--- config.mk ---
export PLATFORM = sky130hd
export DESIGN_NAME = digit_serial_subtractor
export DESIGN_NICKNAME = d
export VERILOG_FILES = /design/src/rtl/digit_serial_subtractor_pkg.sv /design/src/rtl/digit_serial_subtractor_cell.sv /design/src/rtl/digit_serial_subtractor.sv
export SDC_FILE = /design/constraint.sdc
export NUM_CORES = 1
export LEC_CHECK = 0
export ABC_AREA = 1
export ABC_CLOCK_PERIOD_IN_PS = 2600
export CAP_MARGIN = 20
export CORE_UTILIZATION = 30
export DETAILED_ROUTE_END_ITERATION = 7
export GPL_ROUTABILITY_DRIVEN = 1
export GPL_TIMING_DRIVEN = 0
export PLACE_DENSITY = 0.52
export SYNTH_ARGS = -nofsm -noshare
export SYNTH_HDL_FRONTEND = slang
export SYNTH_SLANG_ARGS = --single-unit
--- constraint.sdc ---
create_clock -name clk -period 2.6 [get_ports clk]
set_input_delay 0.39 -clock clk [delete_from_list [all_inputs] [get_ports clk]]
set_output_delay 0.39 -clock clk [all_outputs]
set_load 0.01 [all_outputs]
--- src/rtl/digit_serial_subtractor_pkg.sv ---
// ============================================================================
// dss_pkg : shared types and helpers for the digit-serial subtractor
// Rev 1.0 : initial release
// ============================================================================
`default_nettype none

package dss_pkg;

  localparam int c_MAX_DIGIT = 64;

  typedef enum logic [1:0] {
    IDLE = 2'd0,
    RUN  = 2'd1,
    DONE = 2'd2
  } dss_state_e;

  function automatic bit dss_cfg_ok(input int width, input int digit);
    return (width >= 1) && (digit >= 1) && (digit <= width) &&
           (digit <= c_MAX_DIGIT) && ((width % digit) == 0);
  endfunction

  // {borrow, diff} of a - b - bin; bits above the live digit all replicate the borrow
  function automatic logic [c_MAX_DIGIT:0] dss_digit_sub(
    input logic [c_MAX_DIGIT-1:0] a,
    input logic [c_MAX_DIGIT-1:0] b,
    input logic                   bin
  );
    return {1'b0, a} - {1'b0, b} - {{c_MAX_DIGIT{1'b0}}, bin};
  endfunction

endpackage

`default_nettype wire

--- src/rtl/digit_serial_subtractor_cell.sv ---
// ============================================================================
// digit_sub_cell : combinational DIGIT-bit subtractor with borrow in/out
// Rev 1.0 : initial release
// ============================================================================
`default_nettype none

module digit_sub_cell
  import dss_pkg::*;
#(
  parameter int DIGIT = 4
) (
  input  logic [DIGIT-1:0] a,
  input  logic [DIGIT-1:0] b,
  input  logic             bin,
  output logic [DIGIT-1:0] d,
  output logic             bo
);

  logic [c_MAX_DIGIT:0] w_res;

  assign w_res = dss_digit_sub(c_MAX_DIGIT'(a), c_MAX_DIGIT'(b), bin);
  assign d     = w_res[DIGIT-1:0];
  // every bit above the digit is a sign copy, so any of them is the borrow
  assign bo    = &w_res[c_MAX_DIGIT:DIGIT];

endmodule

`default_nettype wire

--- src/rtl/digit_serial_subtractor.sv ---
// ============================================================================
// digit_serial_subtractor : a - b - borrow_in, DIGIT bits/clock, LSB first.
// Option macro DSS_SATURATE_EN clamps diff to 0 when the final borrow is set.
// Rev 1.0 : initial release
// ============================================================================
`default_nettype none

module digit_serial_subtractor
  import dss_pkg::*;
#(
  parameter int WIDTH = 16,
  parameter int DIGIT = 4
) (
  input  logic             clk,
  input  logic             rst_n,
  input  logic             in_valid,
  output logic             in_ready,
  input  logic [WIDTH-1:0] a,
  input  logic [WIDTH-1:0] b,
  input  logic             borrow_in,
  output logic             out_valid,
  input  logic             out_ready,
  output logic [WIDTH-1:0] diff,
  output logic             borrow_out,
  output logic             busy
);

  localparam int NUM_DIGITS            = WIDTH / DIGIT;
  localparam int c_CW                  = (NUM_DIGITS > 1) ? $clog2(NUM_DIGITS) : 1;
  localparam logic [c_CW-1:0] c_LAST   = c_CW'(NUM_DIGITS - 1);

  generate
    if (!dss_cfg_ok(WIDTH, DIGIT)) begin : g_cfg_err
      $error("digit_serial_subtractor: WIDTH must be a multiple of DIGIT (1..64)");
    end
  endgenerate

  dss_state_e       r_state;
  dss_state_e       w_state_nxt;
  logic [WIDTH-1:0] r_a;
  logic [WIDTH-1:0] r_b;
  logic [WIDTH-1:0] r_result;
  logic [WIDTH-1:0] w_result_nxt;
  logic             r_borrow;
  logic [c_CW-1:0]  r_cnt;
  logic [DIGIT-1:0] w_d;
  logic             w_bo;
  logic             w_last;
  logic             w_accept;

  assign w_accept = (r_state == IDLE) && in_valid;
  assign w_last   = (r_cnt == c_LAST);

  digit_sub_cell #(.DIGIT(DIGIT)) u_cell (
    .a   (r_a[DIGIT-1:0]),
    .b   (r_b[DIGIT-1:0]),
    .bin (r_borrow),
    .d   (w_d),
    .bo  (w_bo)
  );

  always_ff @(posedge clk or negedge rst_n) begin
    if (!rst_n) r_state <= IDLE;
    else        r_state <= w_state_nxt;
  end

  always_comb begin
    w_state_nxt = r_state;
    in_ready    = 1'b0;
    out_valid   = 1'b0;
    busy        = 1'b0;
    case (r_state)
      IDLE: begin
        in_ready = 1'b1;
        if (in_valid) w_state_nxt = RUN;
      end
      RUN: begin
        busy = 1'b1;
        if (w_last) w_state_nxt = DONE;
      end
      DONE: begin
        busy      = 1'b1;
        out_valid = 1'b1;
        if (out_ready) w_state_nxt = IDLE;
      end
      default: w_state_nxt = IDLE;
    endcase
  end

  // new digit enters at the top so digit 0 lands at the bottom after the last shift
  always_comb begin
    w_result_nxt = (r_result >> DIGIT) | (WIDTH'(w_d) << (WIDTH - DIGIT));
`ifdef DSS_SATURATE_EN
    if (w_last && w_bo) w_result_nxt = '0;
`endif
  end

  always_ff @(posedge clk or negedge rst_n) begin
    if (!rst_n) begin
      r_a      <= '0;
      r_b      <= '0;
      r_result <= '0;
      r_borrow <= 1'b0;
      r_cnt    <= '0;
    end else if (w_accept) begin
      r_a      <= a;
      r_b      <= b;
      r_borrow <= borrow_in;
      r_cnt    <= '0;
    end else if (r_state == RUN) begin
      r_a      <= r_a >> DIGIT;
      r_b      <= r_b >> DIGIT;
      r_borrow <= w_bo;
      r_cnt    <= r_cnt + 1'b1;
      r_result <= w_result_nxt;
    end
  end

  assign diff       = r_result;
  assign borrow_out = r_borrow;

endmodule

`default_nettype wire

# After elaboration in Yosys (flattened, before gate mapping)
# Cells that the tools add are included.
# W data, S select, Z words.
[totals]
regBits = 53
latch_bits = 0
ram_bits = 0
mem_bits_ro = 0
inputBits = 37
out_inout_bits = 20
wordCells = 39
memories = 0
[op_classes]
addsub = 3
mul = 0
div = 0
n_lt_le_gt_ge = 0
eq_ne = 6
shift = 0
n_mux = 15
n_bitwise = 2
reduce_logical = 7
[ops]
columns = ["operator", "n"]
rows = [
  ["$sub A65 B1 Y65", 1],
  ["$mux W16", 4],
  ["$reduce_and A61 Y1", 1],
  ["$or A12 B16 Y16", 1],
  ["$mux W2", 5],
  ["$ne A2 B2 Y1 const B", 3],
  ["$pmux W2 S3", 1],
  ["$mux W1", 5],
  ["$sub A4 B4 Y5", 1],
  ["$eq A2 B2 Y1 const B", 2],
  ["$reduce_and A3 Y1", 1],
  ["$add A2 B1 Y2 const B", 1],
  ["$eq A2 B1 Y1 const B", 1],
  ["$logic_not A2 Y1", 1],
  ["$reduce_and A2 Y1", 1],
  ["$reduce_bool A2 Y1", 1],
  ["$reduce_or A2 Y1", 1],
  ["$logic_and A1 B1 Y1", 1],
  ["$not A1 Y1", 1],
]

# Logic depth before layout (Yosys ltp)
# Gate-level depths: netlist of the first run.
[logic_depth]
ltp_word = 5
ltp_mapped = 14
ltp_nobuf = 14

# Hierarchy
# Synthesis of the first run repeated with hierarchy kept, for this count alone.
[unflattened]
hier_cells = 315
area_unflattened_um2 = 2631.3
[by_module_without_submodules]
columns = ["mod", "n_inst", "cells_each", "area_per_inst_um2", "seq_area_each_um2"]
rows = [
  ["digit_serial_subtractor", 1, 263, 2339.7, 1326.3],
  ["digit_sub_cell", 1, 52, 291.5, 0.0],
]

# Least setup slack after synthesis of the first run
# OpenSTA, ideal clock, no wires.
[synth_path]
path_type = "flip-flop to flip-flop"
start = "register r_b[0]"
end = "register r_borrow, in the netlist borrow_out"
arrival_time_ns = 2.143
path_slack_ns = 0.389
stages_incl_launch_ff = 12
n_path_buf = 0
period_less_slack_ns = 2.211
cell_sequence = "dfrtp_1 > ha_1 > fa_1 > inv_1 > a21oi_1 > o21bai_2 > nand3_1 > ha_1 > nand4_1 > nor2_1 > nand3_1 > nand3_1"
[synth_via]
elab_chain_cells = 5
[synth_lines]
columns = ["element", "line", "rtl"]
rows = [
  ["start: declaration", "digit_serial_subtractor.sv:41", "logic [WIDTH-1:0] r_b;"],
  ["start signal: assignment", "digit_serial_subtractor.sv:112", "r_b <= r_b >> DIGIT;"],
  ["$sub A4 B4 Y5", "digit_serial_subtractor_pkg.sv:28", "return {1'b0, a} - {1'b0, b} - {{c_MAX_DIGIT{1'b0}}, bin};"],
  ["$sub A65 B1 Y65", "digit_serial_subtractor_pkg.sv:28", ""],
  ["$reduce_and A61 Y1", "digit_serial_subtractor_cell.sv:24", "assign bo = &w_res[c_MAX_DIGIT:DIGIT];"],
  ["$mux W1", "digit_serial_subtractor.sv:110", "end else if (r_state == RUN) begin"],
  ["$mux W1", "digit_serial_subtractor.sv:105", "end else if (w_accept) begin"],
  ["end signal: assignment", "digit_serial_subtractor.sv:108", "r_borrow <= borrow_in;"],
  ["end signal: assignment", "digit_serial_subtractor.sv:113", "r_borrow <= w_bo;"],
  ["end: declaration", "digit_serial_subtractor.sv:44", "logic r_borrow;"],
]
# No other way between the ends. The select of a mux whose other input is x is not followed.
# A chain may end at the register's enable or synchronous reset.

# Final worst setup path of the first run
[layout_path]
start = "register r_a[0]"
end = "register r_borrow, in the netlist borrow_out"
[layout_via]
elab_chain_cells = 5
[layout_lines]
columns = ["element", "line", "rtl"]
rows = [
  ["start: declaration", "digit_serial_subtractor.sv:40", "logic [WIDTH-1:0] r_a;"],
  ["start signal: assignment", "digit_serial_subtractor.sv:111", "r_a <= r_a >> DIGIT;"],
  ["$sub A4 B4 Y5", "digit_serial_subtractor_pkg.sv:28", ""],
  ["$sub A65 B1 Y65", "digit_serial_subtractor_pkg.sv:28", ""],
  ["$reduce_and A61 Y1", "digit_serial_subtractor_cell.sv:24", ""],
  ["$mux W1", "digit_serial_subtractor.sv:110", ""],
  ["$mux W1", "digit_serial_subtractor.sv:105", ""],
]
# No other way between the ends. The select of a mux whose other input is x is not followed.

==> results.rst, run 1 <==
.. list-table::
   :header-rows: 1

   * - Metric
     - Value
   * - Clock insertion delay at the later pin of the skew report
     - 300 ps
   * - Sum of net half-perimeters after detailed placement
     - 4900 um
   * - Total inserted antenna cells
     - 0
   * - Crit path max-delay cell type
     - sky130_fd_sc_hd__fa_1
   * - Area of the die
     - between 0.009 and 0.01 sq mm
   * - Die span in x
     - 96.3 um
   * - Upper clock frequency limit
     - 421 MHz
   * - Pin count of the biggest net entering global routing
     - 36
   * - Number of buffers added on ports
     - 56
   * - Die Height
     - 96.3 um
   * - Count of buffering cells on the critical path with inverters included
     - 2
   * - Crit. Startpoint
     - r_a[0]$_DFFE_PN0P_
   * - Hold buffer count at CTS
     - 0
   * - Area of the core region
     - 0.00868 sq mm
   * - Length of the first detailed-routing pass in iterations
     - 4
   * - Worst Setup Slack, final
     - 224 ps
   * - Synthesized cell area
     - 0.00267 sq mm
   * - Most numerous cell types in the synthesized netlist
     - sky130_fd_sc_hd__nand2_1, sky130_fd_sc_hd__dfrtp_1, sky130_fd_sc_hd__a21oi_1
   * - Pwr per Cell Area
     - between 1000 and 1500 mW/mm^2
   * - Max FO, Critical Path
     - 13
   * - DR vias/cell
     - 4.72
   * - Share of the synthesized area in the top cell type
     - 49.8%
   * - Final #Nets
     - 433
   * - Clock root buffer
     - sky130_fd_sc_hd__clkbuf_8
   * - Total track usage
     - 15.7%
   * - Syn-to-layout area delta
     - 30.0%
   * - Crit path kind
     - reg -> reg
   * - Worst-case clock buffer depth
     - 2
   * - Total grt overflow
     - 0
   * - Cell chain of the critical path
     - inv_1, ha_1, fa_1, inv_1, a21oi_1, o21bai_4, nand3_1, ha_1, nand4_1, nor2_1, nand3_1, nand3_1
   * - Layout cell share with drive strength beyond 1
     - 7.65%
   * - Initial DRC count
     - 84
   * - Post-detailed-routing wire length
     - 6570 um
   * - Hold Crit Class
     - in -> async
   * - Sequential fraction of the synthesis area
     - roughly 50%
   * - # fillers
     - approximately 950
   * - Count of boundary I/O pins
     - 57
   * - Final Hold Fails
     - 0
   * - Final routed wire length divided by cell count
     - 13.5 um
   * - Initial cell density of the core
     - 30.7%
   * - Cell type with the largest total area after synthesis
     - sky130_fd_sc_hd__dfrtp_1
   * - Unique cell type count in the Yosys netlist
     - 23
   * - Number of setup violations in the final report
     - 0
   * - Delay of the slowest cell on the worst path
     - 390 ps
   * - IR drop worst, VDD
     - 319 uV
   * - Most area-consuming cells after synthesis
     - sky130_fd_sc_hd__dfrtp_1, sky130_fd_sc_hd__nand2_1, sky130_fd_sc_hd__ha_1
   * - Most instantiated library cell after synthesis
     - sky130_fd_sc_hd__nand2_1
   * - Data arrival time at the worst-slack endpoint
     - 2610 ps
   * - Number of global-route vias before repair
     - 2202
   * - Count of maximum capacitance violations
     - 0
   * - Vias after detailed routing
     - 2299
   * - Layout Cell Area excl Fill
     - 0.00346 sq mm
   * - Share of synthesized flip-flops with an asynchronous set or reset
     - 100%
   * - Startpoint of the most critical register-to-register path
     - r_a[0]$_DFFE_PN0P_
   * - Antenna violations before repair
     - 0
   * - Element type at the critical path end
     - flip-flop
   * - Routed Antenna Nets
     - 0
   * - CTS tree
     - yes
   * - Cells after synthesis
     - 314
   * - Mapped Nets
     - approximately 370
   * - Power, Total
     - 0.00432 W
   * - Minimum setup slack after placement
     - just over 90 ps
   * - RSZ-0062 raised after global routing
     - false
   * - Primary FF master, synth
     - sky130_fd_sc_hd__dfrtp_1
   * - Total negative setup slack
     - 0 ps
   * - Average cell area after synthesis
     - about 8.5 sq um
   * - Clock buffers created by TritonCTS
     - 5
   * - Critical path data required time
     - 2840 ps
   * - Register bit count reported by yosys
     - 53
   * - Worst clock skew
     - 5.74 ps
   * - Deepest level of the CTS H-tree
     - 2
   * - Shortest clock period the worst path allows after layout
     - 2380 ps
   * - Largest delay share family, worst path
     - adder cells
   * - Total of warnings raised by yosys
     - 0
   * - Global-route wire length before repair
     - 11000 um
   * - Clock sink total
     - 53
   * - Critical path startpoint category
     - flip-flop
   * - Run status
     - complete, no violations
   * - Worst relative slew slack
     - between 60% and 70%
   * - Pleak
     - 1.57 nW
   * - Most repeated library cell on the critical path
     - sky130_fd_sc_hd__nand3_1
   * - Placed instance area
     - around 0.0034 sq mm
   * - Clock-pin slew on the worst setup and hold paths
     - about 90 ps
   * - Count of final max-slew check failures
     - 0
   * - Final Wtd Congestion
     - 0.728
   * - Actual slew at the worst max-slew pin
     - 484 ps
   * - Post-synth EDFFs
     - 0
   * - Period Utilization, post-route
     - between 90% and 100%
   * - Total number of placement rows
     - 34
   * - Drc violations
     - 0
## per-stage QoR
stage,hold slack (ps),utilization [%],std cells
after floorplan,94.4,-,314
after global placement,457,38.7,478
after detailed placement,379,38.9,479
after CTS,49.5,39.8,487
after global routing,55.7,39.9,487
final,33.6,39.9,487
## power breakdown
part           internal (W)  leakage (nW)  switching, W
Combinational       0.00102         0.874       0.00141
Sequential          0.00122         0.659      0.000227
Clock              0.000192        0.0395      0.000253
Total               0.00243          1.57       0.00189
## flip-flops by register name, summed over array words and instances, names as in the netlist
signal,cells
borrow_out,1
r_b,16
diff,16
r_state,2
r_a,16
r_cnt,2
## area by class of cell
type / count / area (sq um) / share of cell area [%]
multi-input combinational: 217 / 1160 / 33.5
tap: 108 / 135 / 3.90
sequential: 53 / 1330 / 38.3
inverter: 28 / 108 / 3.11
timing repair buffer: 57 / 576 / 16.6
clock buffer: 8 / 80.1 / 2.31
buffer: 16 / 80.1 / 2.31
## final timing paths
path / end / slack, ps / depth (start not counted)
hold / removal: r_state[1]$_DFFE_PN0P_ / 30 / 1
setup reg to reg: borrow_out$_DFFE_PN0P_ / 220 / 12
max in group asynchronous: r_a[3]$_DFFE_PN0P_ / 2020 / 2
min in group clk: diff[3]$_DFFE_PN0P_ / 490 / 2
setup / recovery: borrow_out$_DFFE_PN0P_ / 220 / 12
hold reg to reg: diff[3]$_DFFE_PN0P_ / 490 / 2
## cells by family after synthesis
kind of cell,Yosys count,synth area share [%]
AO/OA/AOI/OAI,62,12.5
XOR/XNOR,1,0.329
adder cells (fa/ha/maj),18,8.73
buffers and inverters,44,7.04
flip-flops,53,49.8
AND/OR/NAND/NOR,136,21.6
## routing by layer
layer	up-vias	GRT usage [%]	wire length [um]
li1	1161	-	-
met1	1072	22.3	3300
met2	59	24.9	2930
met3	7	3.00	297
met4	0	2.99	41
met5	-	0	0
## what timing repair did
item,4_1_cts,5_1_grt
endpoints found under the setup margin,0,1
endpoints found under the hold margin,0,0
resized for setup,0,1
buffers inserted,0,0
## placed cells by master (no fill, tap or decap), drive strengths merged, types with 3 or more instances in the layout
| cell type | netlist | routed |
|---|---|---|
| clkbuf | 2 | 10 |
| ha | 17 | 17 |
| dfrtp | 53 | 53 |
| nand2 | 77 | 77 |
| nor2 | 23 | 23 |
| buf | 14 | 16 |
| nand4 | 3 | 3 |
| a21oi | 35 | 35 |
| clkdlybuf4s50 | 0 | 55 |
| o21ai | 20 | 20 |
| nand3 | 31 | 31 |
| inv | 28 | 28 |
| o211ai | 5 | 5 |
(Power assumes the default switching activity.)
==> run 2, diff against run 1 <==
Settings changed: HOLD_SLACK_MARGIN from default to 0.05.
==> run 2 against run 1 <==
Compared with the run above: global-route usage stayed put; maximum frequency is 0.24% higher; register-to-register slack hardly changed; worst setup slack better by 5.6 ps; largest cell class unchanged; utilization is 0.12 points higher.
==> results.rst, run 2 (synthesis results as in run 1) <==
.. list-table::
   :header-rows: 1

   * - Metric
     - Value
   * - Internal Dissipation
     - 0.00243 W (about the same)
   * - Die Height
     - 96.3 um (unchanged)
   * - Vias after detailed routing
     - 2278 (was 2299)
   * - Data arrival time at the worst-slack endpoint
     - 2610 ps (about the same)
   * - Count of boundary I/O pins
     - 57 (unchanged)
   * - Delay of the slowest cell on the worst path
     - 410 ps (was 390 ps)
   * - Pin count of the biggest net entering global routing
     - 36 (unchanged)
   * - Length of the first detailed-routing pass in iterations
     - 4 (unchanged)
   * - Pleak
     - 1.58 nW (was 1.57 nW)
   * - Initial DRC count
     - 79 (was 84)
   * - Total negative setup slack
     - 0 ps (unchanged)
   * - Total number of placement rows
     - 34 (unchanged)
   * - Clock-pin slew on the worst setup and hold paths
     - 90 ps (about the same)
   * - Crit path max-delay cell type
     - sky130_fd_sc_hd__dfrtp_1 (was sky130_fd_sc_hd__fa_1)
   * - Share of total power in sequential cells
     - 33.6% (about the same)
   * - Post-CTS setup buffer count
     - 0 (unchanged)
   * - Final #Nets
     - 434 (was 433)
   * - Pwr per Cell Area
     - 1240 mW/mm^2 (was 1250 mW/mm^2)
   * - Actual slew at the worst max-slew pin
     - 484 ps (about the same)
   * - Count of maximum capacitance violations
     - 0 (unchanged)
   * - Met3 track demand over resource
     - 3.00% (unchanged)
   * - Met2 GRT Util
     - 24.9% (unchanged)
   * - IR drop worst, VDD
     - 318 uV (was 319 uV)
   * - Most used cells in the layout excluding fill and tap cells
     - sky130_fd_sc_hd__nand2_1, sky130_fd_sc_hd__clkdlybuf4s50_1, sky130_fd_sc_hd__dfrtp_1, sky130_fd_sc_hd__a21oi_1, sky130_fd_sc_hd__nand3_1 (unchanged)
   * - DR vias/cell
     - 4.67 (was 4.72)
   * - Period Utilization, post-route
     - 91.2% (was 91.4%)
   * - Most used routing layer in global routing
     - met2 (unchanged)
   * - Antenna violations before repair
     - 0 (unchanged)
   * - Cell chain of the critical path
     - ha_1, fa_1, inv_1, a21oi_1, o21bai_4, nand3_1, ha_1, nand4_1, nor2_1, nand3_1, nand3_1 (was inv_1, ha_1, fa_1, inv_1, a21oi_1, o21bai_4, nand3_1, ha_1, nand4_1, nor2_1, nand3_1, nand3_1)
   * - Deepest level of the CTS H-tree
     - 2 (unchanged)
   * - Routed Antenna Nets
     - 0 (unchanged)
   * - Shortest clock period the worst path allows after layout
     - 2370 ps (was 2380 ps)
   * - Syn-to-layout area delta
     - 30.3% (was 30.0%)
   * - Sum of net half-perimeters after detailed placement
     - 4900 um (unchanged)
   * - Met1 demand-to-capacity share in global routing
     - 22.3% (unchanged)
   * - Critical path data required time
     - 2840 ps (about the same)
   * - Placed cell count
     - 479 (unchanged)
   * - Hold Crit Class
     - reg -> reg (was in -> async)
   * - Number of buffers added on ports
     - 56 (unchanged)
   * - Non-filler instance count after layout
     - 488 (was 487)
   * - RSZ-0062 raised after global routing
     - false (unchanged)
   * - Clock insertion delay at the later pin of the skew report
     - 300 ps (about the same)
   * - Net switching component of the power
     - 0.00189 W (about the same)
   * - Crit path kind
     - reg -> reg (unchanged)
   * - Clock share of power
     - 10.3% (about the same)
   * - Drc violations
     - 0 (unchanged)
   * - Clock root buffer
     - sky130_fd_sc_hd__clkbuf_8 (unchanged)
   * - Final Hold Fails
     - 0 (unchanged)
   * - Clock sink total
     - 53 (unchanged)
   * - CTS tree
     - yes (unchanged)
   * - Final Wtd Congestion
     - 0.728 (unchanged)
   * - Number of setup violations in the final report
     - 0 (unchanged)
   * - Global-route wire length before repair
     - 11000 um (unchanged)
   * - Total grt overflow
     - 0 (unchanged)
   * - Element type at the critical path end
     - flip-flop (unchanged)
   * - Worst-case clock buffer depth
     - 2 (unchanged)
   * - Layout cell share with drive strength beyond 1
     - 7.63% (was 7.65%)
   * - Total inserted antenna cells
     - 0 (unchanged)
   * - Post-detailed-routing wire length
     - 6580 um (was 6570 um)
   * - Worst relative slew slack
     - 67.7% (about the same)
   * - Run status
     - complete, no violations (unchanged)
   * - Clock buffers created by TritonCTS
     - 5 (unchanged)
   * - Number of global-route vias before repair
     - 2202 (unchanged)
   * - Die span in x
     - 96.3 um (unchanged)
   * - Initial cell density of the core
     - 30.7% (unchanged)
   * - Total track usage
     - 15.7% (unchanged)
   * - Worst clock skew
     - 5.07 ps (was 5.74 ps)
   * - Area of the die
     - 0.00926 sq mm (unchanged)
   * - Area of the core region
     - 0.00868 sq mm (unchanged)
   * - Final routed wire length divided by cell count
     - 13.5 um (about the same)
   * - Most repeated library cell on the critical path
     - sky130_fd_sc_hd__nand3_1 (unchanged)
   * - Max FO, Critical Path
     - 13 (unchanged)
   * - Upper clock frequency limit
     - 422 MHz (was 421 MHz)
   * - Most common library cell in the layout ignoring fill and taps
     - sky130_fd_sc_hd__nand2_1 (unchanged)
   * - Count of final max-slew check failures
     - 0 (unchanged)
   * - Critical path startpoint category
     - flip-flop (unchanged)
   * - Share of total power consumed by net switching
     - 43.7% (about the same)
   * - Combinational share of power
     - 56.2% (was 56.1%)
==> run 2: cell types whose count changed in the layout (fill, tap and decap cells not counted), sizes merged <==
cell / before / now
dlygate4sd3: 0 / 1
==> run 2: worst max-delay path: cells and delay by family (launching register included) <==
kind                     cells  cell delay (ps)
adder cells (fa/ha/maj)      3              890
AND/OR/NAND/NOR              5              510
flip-flops                   1              410
AO/OA/AOI/OAI                2              410
buffers and inverters        1              100
==> run 2: metrics by stage <==
step	util (%)	setup slack (ps)	instance area (sq um)	hold WS [ps]	total power [W]
finish	40.0	229	3470	489	0.00432
global route	40.0	53.4	3470	533	0.00482
CTS	39.9	59.0	3470	496	0.00436
detailed placement	38.9	91.1	3380	379	0.00390
global placement	38.7	-581	3360	457	0.00384
floorplan	-	389	2670	94.4	0.00306
==> run 2: final timing paths <==
check / start / endpoint / slack [ps] / cells after the start
worst min register to register: diff[3]$_DFFE_PN0P_ / diff[3]$_DFFE_PN0P_ / 490 / 2
worst min-delay path: diff[3]$_DFFE_PN0P_ / diff[3]$_DFFE_PN0P_ / 490 / 2
worst max register to register: r_b[0]$_DFFE_PN0P_ / borrow_out$_DFFE_PN0P_ / 230 / 11
min in group asynchronous: rst_n / r_state[1]$_DFFE_PN0P_ / 580 / 2
worst max-delay path: r_b[0]$_DFFE_PN0P_ / borrow_out$_DFFE_PN0P_ / 230 / 11
max in group asynchronous: rst_n / r_a[3]$_DFFE_PN0P_ / 1470 / 3
==> run 2: final cells by class <==
| type | count | area, sq um |
|---|---|---|
| tap | 108 | 135 |
| buffer | 16 | 80.1 |
| sequential | 53 | 1330 |
| timing repair buffer | 58 | 586 |
| multi-input combinational | 217 | 1160 |
| fill | 953 | 5200 |
| inverter | 28 | 108 |
| clock buffer | 8 | 80.1 |
==> run 2: repair_timing <==
item / in CTS / in global routing
hold endpoints to repair: 5 / 0
gates resized for setup: 0 / 1
hold buffers: 1 / 0
setup endpoints to repair: 0 / 1
==> run 2: power groups by stage <==
stage,Clock [W],Combinational (W),Sequential [W]
4_1_cts,0.000462,0.00245,0.00145
6_report,0.000443,0.00243,0.00145
3_3_place_gp,0,0.00238,0.00146
2_1_floorplan,0,0.00159,0.00147
5_1_grt,0.000496,0.00282,0.00150
3_5_place_dp,0,0.00243,0.00147
==> run 2: metal layers <==
metal	share of wire, %	wire (um)
met4	0.55	36
met1	50	3320
met3	4.3	286
met5	0	0
met2	45	2940
==> run 3, diff against run 2 <==
Settings changed: CELL_PAD_IN_SITES_DETAIL_PLACEMENT from default to 0, CELL_PAD_IN_SITES_GLOBAL_PLACEMENT from default to 1, PLACE_DENSITY 0.52 to 0.66.
==> run 3 against run 2 <==
Compared with the run above: global-route usage increased by 0.71 points; sequential share of layout area decreased by 0.39 points; wire length is 2.9% higher; non-clock buffer count did not move; design area rose by 1.0%; clock skew decreased by 0.64 ps; register-to-register slack about the same; final cell count is the same; clock-buffer cell count down 1; critical path type unchanged; largest power group unchanged; highest routed layer unchanged.
==> results.rst, run 3 (synthesis results as in run 1) <==
.. list-table::
   :header-rows: 1

   * - Metric
     - Value
   * - Clock-pin slew on the worst setup and hold paths
     - 90 ps (about the same)
   * - Post-CTS setup buffer count
     - 0 (unchanged)
   * - Final routed wire length divided by cell count
     - 13.9 um (was 13.5 um)
   * - Die span in x
     - 96.3 um (unchanged)
   * - DR vias/cell
     - 4.63 (was 4.67)
   * - Layout cell share with drive strength beyond 1
     - 8.16% (was 7.63%)
   * - Shortest clock period the worst path allows after layout
     - 2370 ps (about the same)
   * - Total grt overflow
     - 0 (unchanged)
   * - Slack of the worst reg-to-reg path
     - 230 ps (about the same)
   * - IR drop worst, VDD
     - 298 uV (was 318 uV)
   * - Number of global-route vias before repair
     - 2277 (was 2202)
   * - # fillers
     - 916 (was 953)
   * - Number of buffers added on ports
     - 56 (unchanged)
   * - RSZ-0062 raised after global routing
     - false (unchanged)
   * - Pin count of the biggest net entering global routing
     - 36 (unchanged)
   * - Critical path data required time
     - 2850 ps (was 2840 ps)
   * - Routed Antenna Nets
     - 0 (unchanged)
   * - Global-route wire length before repair
     - 11300 um (was 11000 um)
   * - Period Utilization, post-route
     - 91.1% (was 91.2%)
   * - Crit path kind
     - reg -> reg (unchanged)
   * - Worst-case clock buffer depth
     - 2 (unchanged)
   * - Vias after detailed routing
     - 2261 (was 2278)
   * - Worst clock skew
     - 4.43 ps (was 5.07 ps)
   * - Total inserted antenna cells
     - 0 (unchanged)
   * - Deepest level of the CTS H-tree
     - 2 (unchanged)
   * - Worst relative slew slack
     - 69.6% (was 67.7%)
   * - Pleak
     - 1.60 nW (was 1.58 nW)
   * - Pwr per Cell Area
     - 1280 mW/mm^2 (was 1240 mW/mm^2)
   * - Max FO, Critical Path
     - 13 (unchanged)
   * - Most used cells in the layout excluding fill and tap cells
     - sky130_fd_sc_hd__nand2_1, sky130_fd_sc_hd__clkdlybuf4s50_1, sky130_fd_sc_hd__dfrtp_1, sky130_fd_sc_hd__a21oi_1, sky130_fd_sc_hd__nand3_1 (unchanged)
   * - Count of final max-slew check failures
     - 0 (unchanged)
   * - Startpoint of the most critical register-to-register path
     - r_b[0]$_DFFE_PN0P_ (unchanged)
   * - Worst Reg2Reg Path Length in Cells
     - 11 (unchanged)
   * - Sum of net half-perimeters after detailed placement
     - 4940 um (was 4900 um)
   * - Die Height
     - 96.3 um (unchanged)
   * - Startpoint of the lowest-slack hold path
     - diff[0]$_DFFE_PN0P_ (was diff[3]$_DFFE_PN0P_)
   * - Actual slew at the worst max-slew pin
     - 456 ps (was 484 ps)
   * - Length of the first detailed-routing pass in iterations
     - 4 (unchanged)
   * - Final #Nets
     - 434 (unchanged)
   * - Initial cell density of the core
     - 30.7% (unchanged)
   * - Clock sink total
     - 53 (unchanged)
   * - Critical path startpoint category
     - flip-flop (unchanged)
   * - Upper clock frequency limit
     - 422 MHz (about the same)
   * - Final Hold Fails
     - 0 (unchanged)
   * - Most common library cell in the layout ignoring fill and taps
     - sky130_fd_sc_hd__nand2_1 (unchanged)
   * - Area of the die
     - 0.00926 sq mm (unchanged)
   * - Area of combinational cells with multiple inputs
     - 0.00116 sq mm (unchanged)
   * - Drc violations
     - 0 (unchanged)
   * - Syn-to-layout area delta
     - 31.7% (was 30.3%)
   * - Count of boundary I/O pins
     - 57 (unchanged)
   * - Antenna violations before repair
     - 0 (unchanged)
   * - Total track usage
     - 16.4% (was 15.7%)
   * - Data arrival time at the worst-slack endpoint
     - 2610 ps (about the same)
   * - Power, Total
     - 0.00449 W (was 0.00432 W)
   * - Clock insertion delay at the later pin of the skew report
     - 300 ps (about the same)
   * - Final Wtd Congestion
     - 0.751 (was 0.728)
   * - Area of the core region
     - 0.00868 sq mm (unchanged)
   * - Initial DRC count
     - 81 (was 79)
   * - Hold Crit Class
     - reg -> reg (unchanged)
   * - CTS tree
     - yes (unchanged)
   * - Endpoint of the most critical register-to-register path
     - borrow_out$_DFFE_PN0P_ (unchanged)
   * - Hold endpoint
     - diff[0]$_DFFE_PN0P_ (was diff[3]$_DFFE_PN0P_)
   * - Total negative setup slack
     - 0 ps (unchanged)
   * - Run status
     - complete, no violations (unchanged)
   * - Worst hold path stage count
     - 2 (unchanged)
   * - Number of setup violations in the final report
     - 0 (unchanged)
   * - Clock root buffer
     - sky130_fd_sc_hd__clkbuf_8 (unchanged)
   * - Total number of placement rows
     - 34 (unchanged)
   * - Count of maximum capacitance violations
     - 0 (unchanged)
   * - Sequential cell area
     - 0.00133 sq mm (unchanged)
   * - Clock buffers created by TritonCTS
     - 5 (unchanged)
   * - Element type at the critical path end
     - flip-flop (unchanged)
   * - Post-detailed-routing wire length
     - 6770 um (was 6580 um)
## run 3: report_power, final
part | internal [W] | switching [W]
Combinational | 0.00102 | 0.00144
Clock | 0.000314 | 0.000263
Sequential | 0.00122 | 0.000228
## run 3: layout make-up
cell class,instances,area share (%)
flip-flops and latches,53,37.8
repair buffers,58,16.7
well taps,108,3.85
multi-input cells,217,33.0
plain buffers,16,2.28
inverters,28,3.07
clock inverters,1,0.856
clock buffers,7,2.46
## run 3: timing repair
| item | in CTS | in global routing |
|---|---|---|
| gates resized for setup | 0 | 1 |
| hold buffers | 1 | 0 |
| hold endpoints to repair | 18 | 0 |
| setup endpoints to repair | 0 | 1 |
## run 3: through the flow
stage / hold slack [ps] / area, sq um / std cells / setup slack, ps / utilization [%]
after floorplan: 94.4 / 2670 / 314 / 389 / -
after global placement: 455 / 3360 / 478 / -567 / 38.7
after detailed placement: 366 / 3380 / 479 / 74.8 / 38.9
after CTS: 494 / 3500 / 488 / 54.3 / 40.4
after global routing: 522 / 3510 / 488 / 62.0 / 40.4
final: 489 / 3510 / 488 / 231 / 40.4
## run 3: critical path, stage by stage, from the launching register on
cell,delay [ps]
sky130_fd_sc_hd__dfrtp_1,400
sky130_fd_sc_hd__ha_1,220
sky130_fd_sc_hd__fa_1,390
sky130_fd_sc_hd__inv_1,100
sky130_fd_sc_hd__a21oi_1,100
sky130_fd_sc_hd__o21bai_4,300
sky130_fd_sc_hd__nand3_1,130
sky130_fd_sc_hd__ha_1,290
sky130_fd_sc_hd__nand4_1,90
sky130_fd_sc_hd__nor2_1,120
sky130_fd_sc_hd__nand3_1,100
sky130_fd_sc_hd__nand3_1,70
## run 3: metal layers
metal / up-vias / track usage [%] / wire [um]
li1: 1156 / - / -
met1: 1046 / 22.1 / 3280
met2: 52 / 27.3 / 3140
met3: 7 / 3.32 / 308
met4: 0 / 3.36 / 52
met5: - / 0 / 0
## run 3: how the worst max path moves through the flow
| stage | slack [ps] | cells after the start | start | endpoint |
|---|---|---|---|---|
| detailed placement | 70 | 11 | r_b[0]$_DFFE_PN0P_ | borrow_out$_DFFE_PN0P_ |
| finish | 230 | 11 | r_b[0]$_DFFE_PN0P_ | borrow_out$_DFFE_PN0P_ |
| floorplan | 390 | 11 | r_b[0]$_DFFE_PN0P_ | borrow_out$_DFFE_PN0P_ |
| global route | 60 | 12 | r_a[0]$_DFFE_PN0P_ | borrow_out$_DFFE_PN0P_ |
| global placement | -570 | 1 | rst_n | r_a[13]$_DFFE_PN0P_ |
| CTS | 50 | 12 | r_a[0]$_DFFE_PN0P_ | borrow_out$_DFFE_PN0P_ |
